==> src/rtl/alu_exec.sv <==
// rtl/alu_exec.sv - handshaked ALU with a bit-serial shifter (one bit per cycle)
// Shift ops with a non-zero amount walk through SHIFT; everything else completes in one cycle.

`ifndef ALU_SEL_W
`define ALU_SEL_W 4
`define ALU_ADD  4'd1
`define ALU_SUB  4'd2
`define ALU_XOR  4'd3
`define ALU_OR   4'd4
`define ALU_AND  4'd5
`define ALU_SLL  4'd6
`define ALU_SRL  4'd7
`define ALU_SRA  4'd8
`define ALU_SLT  4'd9
`define ALU_SLTU 4'd10
`define ALU_BNE  4'd11
`define ALU_BLT  4'd12
`define ALU_BGE  4'd13
`define ALU_BLTU 4'd14
`define ALU_BGEU 4'd15
`endif

module alu_exec #(
  parameter int XLEN = 32
) (
  input  logic                  clk,
  input  logic                  rst_n,
  input  logic                  in_valid,
  output logic                  in_ready,
  input  logic [`ALU_SEL_W-1:0] ALUCtl,
  input  logic [XLEN-1:0]       a,
  input  logic [XLEN-1:0]       b,
  output logic                  out_valid,
  input  logic                  out_ready,
  output logic [XLEN-1:0]       result,
  output logic                  zero,
  output logic                  br_taken,
  output logic                  err
);

  typedef enum logic [1:0] {IDLE, SHIFT, DONE} state_t;

  state_t                state_q, state_d;
  logic [`ALU_SEL_W-1:0] op_q, op_d;
  logic [XLEN-1:0]       sh_q, sh_d;
  logic [4:0]            cnt_q, cnt_d;
  logic [XLEN-1:0]       result_q, result_d;
  logic                  zero_q, zero_d;
  logic                  br_q, br_d;
  logic                  err_q, err_d;

  logic                  accept;
  logic                  is_shift;
  logic [XLEN-1:0]       eval_res;
  logic                  eval_br;
  logic                  eval_err;
  logic [XLEN-1:0]       sh_next;

  // Single-cycle evaluation; shifts here only cover the zero-amount case.
  always_comb begin
    eval_res = '0;
    eval_br  = 1'b0;
    eval_err = 1'b0;
    case (ALUCtl)
      `ALU_ADD:  eval_res = a + b;
      `ALU_SUB: begin
        eval_res = a - b;
        eval_br  = (a == b);
      end
      `ALU_XOR:  eval_res = a ^ b;
      `ALU_OR:   eval_res = a | b;
      `ALU_AND:  eval_res = a & b;
      `ALU_SLL, `ALU_SRL, `ALU_SRA: eval_res = a;
      `ALU_SLT:  eval_res = {{(XLEN-1){1'b0}}, ($signed(a) < $signed(b))};
      `ALU_SLTU: eval_res = {{(XLEN-1){1'b0}}, (a < b)};
      `ALU_BNE: begin
        eval_br  = (a != b);
        eval_res = {{(XLEN-1){1'b0}}, eval_br};
      end
      `ALU_BLT: begin
        eval_br  = ($signed(a) < $signed(b));
        eval_res = {{(XLEN-1){1'b0}}, eval_br};
      end
      `ALU_BGE: begin
        eval_br  = ($signed(a) >= $signed(b));
        eval_res = {{(XLEN-1){1'b0}}, eval_br};
      end
      `ALU_BLTU: begin
        eval_br  = (a < b);
        eval_res = {{(XLEN-1){1'b0}}, eval_br};
      end
      `ALU_BGEU: begin
        eval_br  = (a >= b);
        eval_res = {{(XLEN-1){1'b0}}, eval_br};
      end
      default:   eval_err = 1'b1;
    endcase
  end

  always_comb begin
    is_shift = (ALUCtl == `ALU_SLL) || (ALUCtl == `ALU_SRL) || (ALUCtl == `ALU_SRA);
    case (op_q)
      `ALU_SLL: sh_next = {sh_q[XLEN-2:0], 1'b0};
      `ALU_SRL: sh_next = {1'b0, sh_q[XLEN-1:1]};
      default:  sh_next = {sh_q[XLEN-1], sh_q[XLEN-1:1]};
    endcase
  end

  assign in_ready  = rst_n && ((state_q == IDLE) || ((state_q == DONE) && out_ready));
  assign accept    = in_valid && in_ready;
  assign out_valid = (state_q == DONE);
  assign result    = result_q;
  assign zero      = zero_q;
  assign br_taken  = br_q;
  assign err       = err_q;

  always_comb begin
    state_d  = state_q;
    op_d     = op_q;
    sh_d     = sh_q;
    cnt_d    = cnt_q;
    result_d = result_q;
    zero_d   = zero_q;
    br_d     = br_q;
    err_d    = err_q;
    case (state_q)
      SHIFT: begin
        sh_d  = sh_next;
        cnt_d = cnt_q - 5'd1;
        if (cnt_q == 5'd1) begin
          state_d  = DONE;
          result_d = sh_next;
          zero_d   = (sh_next == '0);
          br_d     = 1'b0;
          err_d    = 1'b0;
        end
      end
      default: begin
        if (accept) begin
          op_d = ALUCtl;
          if (is_shift && (b[4:0] != 5'd0)) begin
            state_d = SHIFT;
            sh_d    = a;
            cnt_d   = b[4:0];
          end else begin
            state_d  = DONE;
            result_d = eval_res;
            zero_d   = (eval_res == '0);
            br_d     = eval_br;
            err_d    = eval_err;
          end
        end else if ((state_q == DONE) && out_ready) begin
          state_d = IDLE;
        end
      end
    endcase
  end

  always_ff @(posedge clk) begin
    if (!rst_n) begin
      state_q  <= IDLE;
      op_q     <= '0;
      sh_q     <= '0;
      cnt_q    <= '0;
      result_q <= '0;
      zero_q   <= 1'b0;
      br_q     <= 1'b0;
      err_q    <= 1'b0;
    end else begin
      state_q  <= state_d;
      op_q     <= op_d;
      sh_q     <= sh_d;
      cnt_q    <= cnt_d;
      result_q <= result_d;
      zero_q   <= zero_d;
      br_q     <= br_d;
      err_q    <= err_d;
    end
  end

endmodule

==> config.mk <==
export PLATFORM = sky130hd
export DESIGN_NAME = alu_exec
export DESIGN_NICKNAME = d
export VERILOG_FILES = /design/src/rtl/alu_exec.sv
export SDC_FILE = /design/constraint.sdc
export NUM_CORES = 1
export LEC_CHECK = 0
export ABC_AREA = 1
export CAP_MARGIN = 20
export CORE_MARGIN = 2
export CORE_UTILIZATION = 54
export DETAILED_ROUTE_END_ITERATION = 10
export GPL_ROUTABILITY_DRIVEN = 0
export HOLD_SLACK_MARGIN = 0.03
export PLACE_DENSITY = 0.8
export SETUP_SLACK_MARGIN = 0.5
export SLEW_MARGIN = 20
export SYNTH_ARGS = -nofsm -noshare
export SYNTH_HDL_FRONTEND = slang
export SYNTH_SLANG_ARGS = --single-unit
==> constraint.sdc <==
create_clock -name clk -period 2 [get_ports clk]
set_input_delay 0.2 -clock clk [delete_from_list [all_inputs] [get_ports clk]]
set_output_delay 0.2 -clock clk [all_outputs]
set_load 0.02 [all_outputs]
==> summary.txt, run 1 <==
Die Span Y - 143 µm
Global-route wire length before repair - 122000 µm
Die W - 143 µm
# hold bufs at CTS - 0
Mapped cell area - 10400 µm²
Last stage - global routing
Synth area leader - nand2_1
Initial Utilization - 0.553
Post-synthesis simple-gate area fraction - 0.401
CTS H-tree depth - 3
Pre-CTS WS - -1.12 ns
PortBufs - 108
Total CTS buffers - 9
Largest net degree at the start of global routing - 48
Most instantiated cells after synthesis - nand2_1 (520), inv_1 (265), nor2_1 (181)
Multiplexer area fraction after synthesis - 0.00192
Adder-cell area share of the yosys netlist - 0.122
Cell count after synthesis - 1845
Top-count cell post-synth - nand2_1
Clk sink count - 78
Stop err - [ERROR GRT-0116] Global routing finished with congestion. Check the congestion regions in the DRC Viewer.
Gr usage total - 0.773
Combinational family with the most area after synthesis - simple AND/OR/NAND/NOR gates
I/O Pins - 109
Inst Count DP - 2516
Synth top area cells - nand2_1 (19%), dfxtp_1 (15%), ha_1 (12%), inv_1 (9.6%), nand3_1 (8.1%)
Status - stopped before the end
Clock root cell - clkbuf_16
XOR/XNOR Fraction of Synth Area - 0
Synth async-reset ratio - 0
Final HPWL DP - 36700 µm
Compound-Gate Fraction of Synth Area - 0.184
Area share of the largest cell type after synthesis - 0.187
Total congestion overflow - 99
Ys Warns - 0
Most used DFF post-synth - dfxtp_1
Syn_nets - 2017
Vias in the first global route - 20300
Distinct cells, synth - 45
Num rows - 50
Post-synth EDFFs - 0
Sequential fraction of the synthesis area - 0.150
Avg Cell Area, Syn - 5.64 µm²
Clock Tree Buf Depth - 2
Yosys reg bits - 78
timing repair:
| action | in CTS |
|---|---|
| buffers inserted | 56 |
| gates resized for setup | 690 |
| pin swaps | 225 |
| endpoints found under the setup margin | 97 |
| endpoints found under the hold margin | 0 |
routing by layer:
layer,GRT usage,overflow
met4,0.772,47
met5,0.253,0
met2,0.936,49
met3,0.629,1
met1,0.772,2
cells by family after synthesis:
kind of cell,Yosys count
AO/OA/AOI/OAI,329
adder cells (fa/ha/maj),100
buffers and inverters,357
flip-flops,78
multiplexers,2
AND/OR/NAND/NOR,979
per-stage QoR:
step | setup TNS (ns) | area, µm² | util
detailed placement | -36.34 | 15100 | 0.804
floorplan | 0 | 11300 | -
CTS | -0.585 | 17400 | 0.926
global placement | -29.19 | 15100 | 0.804
==> run 2: changes to the inputs <==
--- a/config.mk
+++ b/config.mk
@@ -8,12 +8,10 @@
 export ABC_AREA = 1
 export CAP_MARGIN = 20
 export CORE_MARGIN = 2
-export CORE_UTILIZATION = 54
+export CORE_UTILIZATION = 40
 export DETAILED_ROUTE_END_ITERATION = 10
 export GPL_ROUTABILITY_DRIVEN = 0
-export HOLD_SLACK_MARGIN = 0.03
-export PLACE_DENSITY = 0.8
-export SETUP_SLACK_MARGIN = 0.5
+export PLACE_DENSITY_LB_ADDON = 0.15
 export SLEW_MARGIN = 20
 export SYNTH_ARGS = -nofsm -noshare
 export SYNTH_HDL_FRONTEND = slang
==> constraint.sdc (replaced) <==
create_clock -name clk -period 2.6 [get_ports clk]
set_input_delay 0.26 -clock clk [delete_from_list [all_inputs] [get_ports clk]]
set_output_delay 0.26 -clock clk [all_outputs]
set_load 0.02 [all_outputs]
==> run 2 against run 1 <==
The flow now finishes without violations; synthesized area stayed put; synthesized cell count stayed put.
==> summary.txt, run 2 <==
Die Span Y - 165 µm (+16%)
Worst hold path type - in2reg
Synth async-reset ratio - 0 (unchanged)
Power per cell area - 340 nW/µm²
Post-layout min period - 2.53 ns
Clock Tree Buf Depth - 2 (unchanged)
Synth top area cells - nand2_1 (19%), dfxtp_1 (15%), ha_1 (12%), inv_1 (9.6%), nand3_1 (8.1%)
Antenna-violating nets left - 0
Status - finished, final reports clean
Initial antenna violation count - 0
Layout Nets - 2462
DR WL/cell - 17.5 µm
Number of buffers and inverters on the critical path - 4
R2r startpoint - op_q[2]
CTS tree - yes
CP Class - in2reg
Most used DFF post-synth - dfxtp_1
Worst-Margin Slew - 0.550 ns
Clock root cell - clkbuf_16
RSZ-0062 raised after global routing - true
Clk_lat worst skew - 0.34 ns
Stages on worst setup path - 17
Cell count after synthesis - 1845 (unchanged)
Total CTS buffers - 9 (unchanged)
# hold bufs at CTS - 0 (unchanged)
Drt first pass iters - 5
Ys Warns - 0 (unchanged)
Most frequent cells in the layout - nand2_1 (472), buf_4 (379), inv_1 (228)
Global-route wire length before repair - 68900 µm
Final WL - 46100 µm
Drt drc - 0
Vias/cell - 5.41
Reg2reg setup slack - 0.15 ns
Final HPWL DP - 36800 µm (+0.32%)
VDD IR max - 0.317 mV
Post-synth EDFFs - 0 (unchanged)
Delay-heaviest family, CP - simple AND/OR/NAND/NOR gates
R2R Path End - zero
Crit-path cells - clkdlybuf4s50_1, inv_1, ha_4, nor2_4, inv_1, buf_4, nor3_1, nand4_1, nand2_1, nand2_1, nand3_1, nand3_1, nor2_1, nand3_1, nor2_1, nand2_1, a21oi_2
Core ar. - 25800 µm²
Critical Path Source Type - input port
Commonest non-fill, non-tap cell in the layout - nand2_1
Distinct cells, synth - 45 (unchanged)
PortBufs - 108 (unchanged)
Share of layout cells above drive strength 1 - 0.313
Setup TNS Final - 0 ns
Critical path endpoint - zero
Sequential fraction of the synthesis area - 0.150 (unchanged)
CP peak stage delay - 0.50 ns
Rel. slew slack - 0.634
FF-to-FF path depth - 13
Worst EP required - 2.88 ns
Most instantiated cells after synthesis - nand2_1 (520), inv_1 (265), nor2_1 (181)
I/O Pins - 109 (unchanged)
Arrival time at the worst endpoint - 2.81 ns
CTS H-tree depth - 3 (unchanged)
Yosys reg bits - 78 (unchanged)
Fin crit share - 0.973
DRT iter0 DRCs - 1436
CP Max Fanout - 6
CP max-delay cell - clkdlybuf4s50_1
Clock slew at reported path FFs - 0.06 ns
Avg Cell Area, Syn - 5.64 µm² (unchanged)
Die W - 165 µm (+16%)
Final Slew Violations - 0
Area share of the largest cell type after synthesis - 0.187 (unchanged)
Syn_nets - 2017 (unchanged)
Max-cap violations - 0
Vias in the first global route - 13100
Die ar. - 27300 µm²
Vias - 14200
Crit end category - flop
Area Growth Syn to Fin - 53.3%
Largest net degree at the start of global routing - 48
Clock Skews - 0.00792 ns
Num rows - 59 (+18%)
Max Clock Freq - 395 MHz
Initial Utilization - 0.403 (-0.150)
Mapped cell area - 10400 µm² (unchanged)
Final setup vio count - 0
Leakage - 8.01 nW
Final Hold Viols - 0
Synth area leader - nand2_1
Crit path launch - b[19]
Top-count cell post-synth - nand2_1
Ant diodes - 0
Clk sink count - 78 (unchanged)
Gr usage total - 0.327
Total congestion overflow - 0
Total Power - 0.00544 W
run 2: cell families (layout without fill, tap and decap cells):
family,after synthesis,after routing,share of synthesized area
flip-flops,78,78,0.150
multiplexers,2,2,0.00192
buffers and inverters,357,806,0.142
adder cells (fa/ha/maj),100,100,0.122
AO/OA/AOI/OAI,329,329,0.184
AND/OR/NAND/NOR,979,979,0.401
run 2: worst min-delay path: stages:
cell	delay (ns)
dlymetal6s2s_1	0.20
nand3_1	0.11
a21oi_1	0.06
run 2: power breakdown:
part           switching, W  internal [W]  leakage [nW]  total, W
Clock              0.000505      0.000736         0.141   0.00124
Sequential        0.0000333       0.00125         0.635   0.00128
Combinational       0.00161       0.00130          7.23   0.00291
run 2: through the flow:
step | setup slack, ns | hold slack, ns | cells | area [µm²] | utilization
after floorplan | 0.452 | 0.398 | 1845 | 10400 | -
after global placement | -0.589 | 0.450 | 2584 | 14400 | 0.556
after detailed placement | -0.659 | 0.461 | 2584 | 14400 | 0.556
after CTS | 0.000761 | 0.469 | 2620 | 15200 | 0.590
after global routing | -0.0594 | 0.357 | 2629 | 16000 | 0.618
final | 0.0696 | 0.344 | 2629 | 16000 | 0.618
run 2: worst min path at each step:
stage	slack, ns	depth (start not counted)	start	end
after detailed placement	0.46	2	br_taken	br_taken
after global placement	0.45	2	op_q[3]	op_q[3]
after CTS	0.47	2	br_taken	br_taken
after global routing	0.36	3	ALUCtl[3]	op_q[3]
final	0.34	3	ALUCtl[2]	op_q[2]
after floorplan	0.40	2	rst_n	result[9]
run 2: final cells by class:
class,instances,area (µm²)
Clock inverter,6,61.3
Fill cell,2463,9870
Tap cell,335,419
Inverter,286,1080
Multi-Input combinational cell,1410,8370
Sequential cell,78,1560
Timing Repair Buffer,505,4250
Clock buffer,9,225
run 2: timing repair:
item	4_1_cts	5_1_grt
endpoints found under the setup margin	16	21
setup buffers	21	9
resized for setup	100	227
pin swaps	32	67
run 2: metal layers:
metal	share of wire	track usage
met1	0.40	0.398
met2	0.45	0.539
met3	0.067	0.0337
met4	0.081	0.236
met5	0	0
Note: power is estimated with default switching activity, not from simulation.
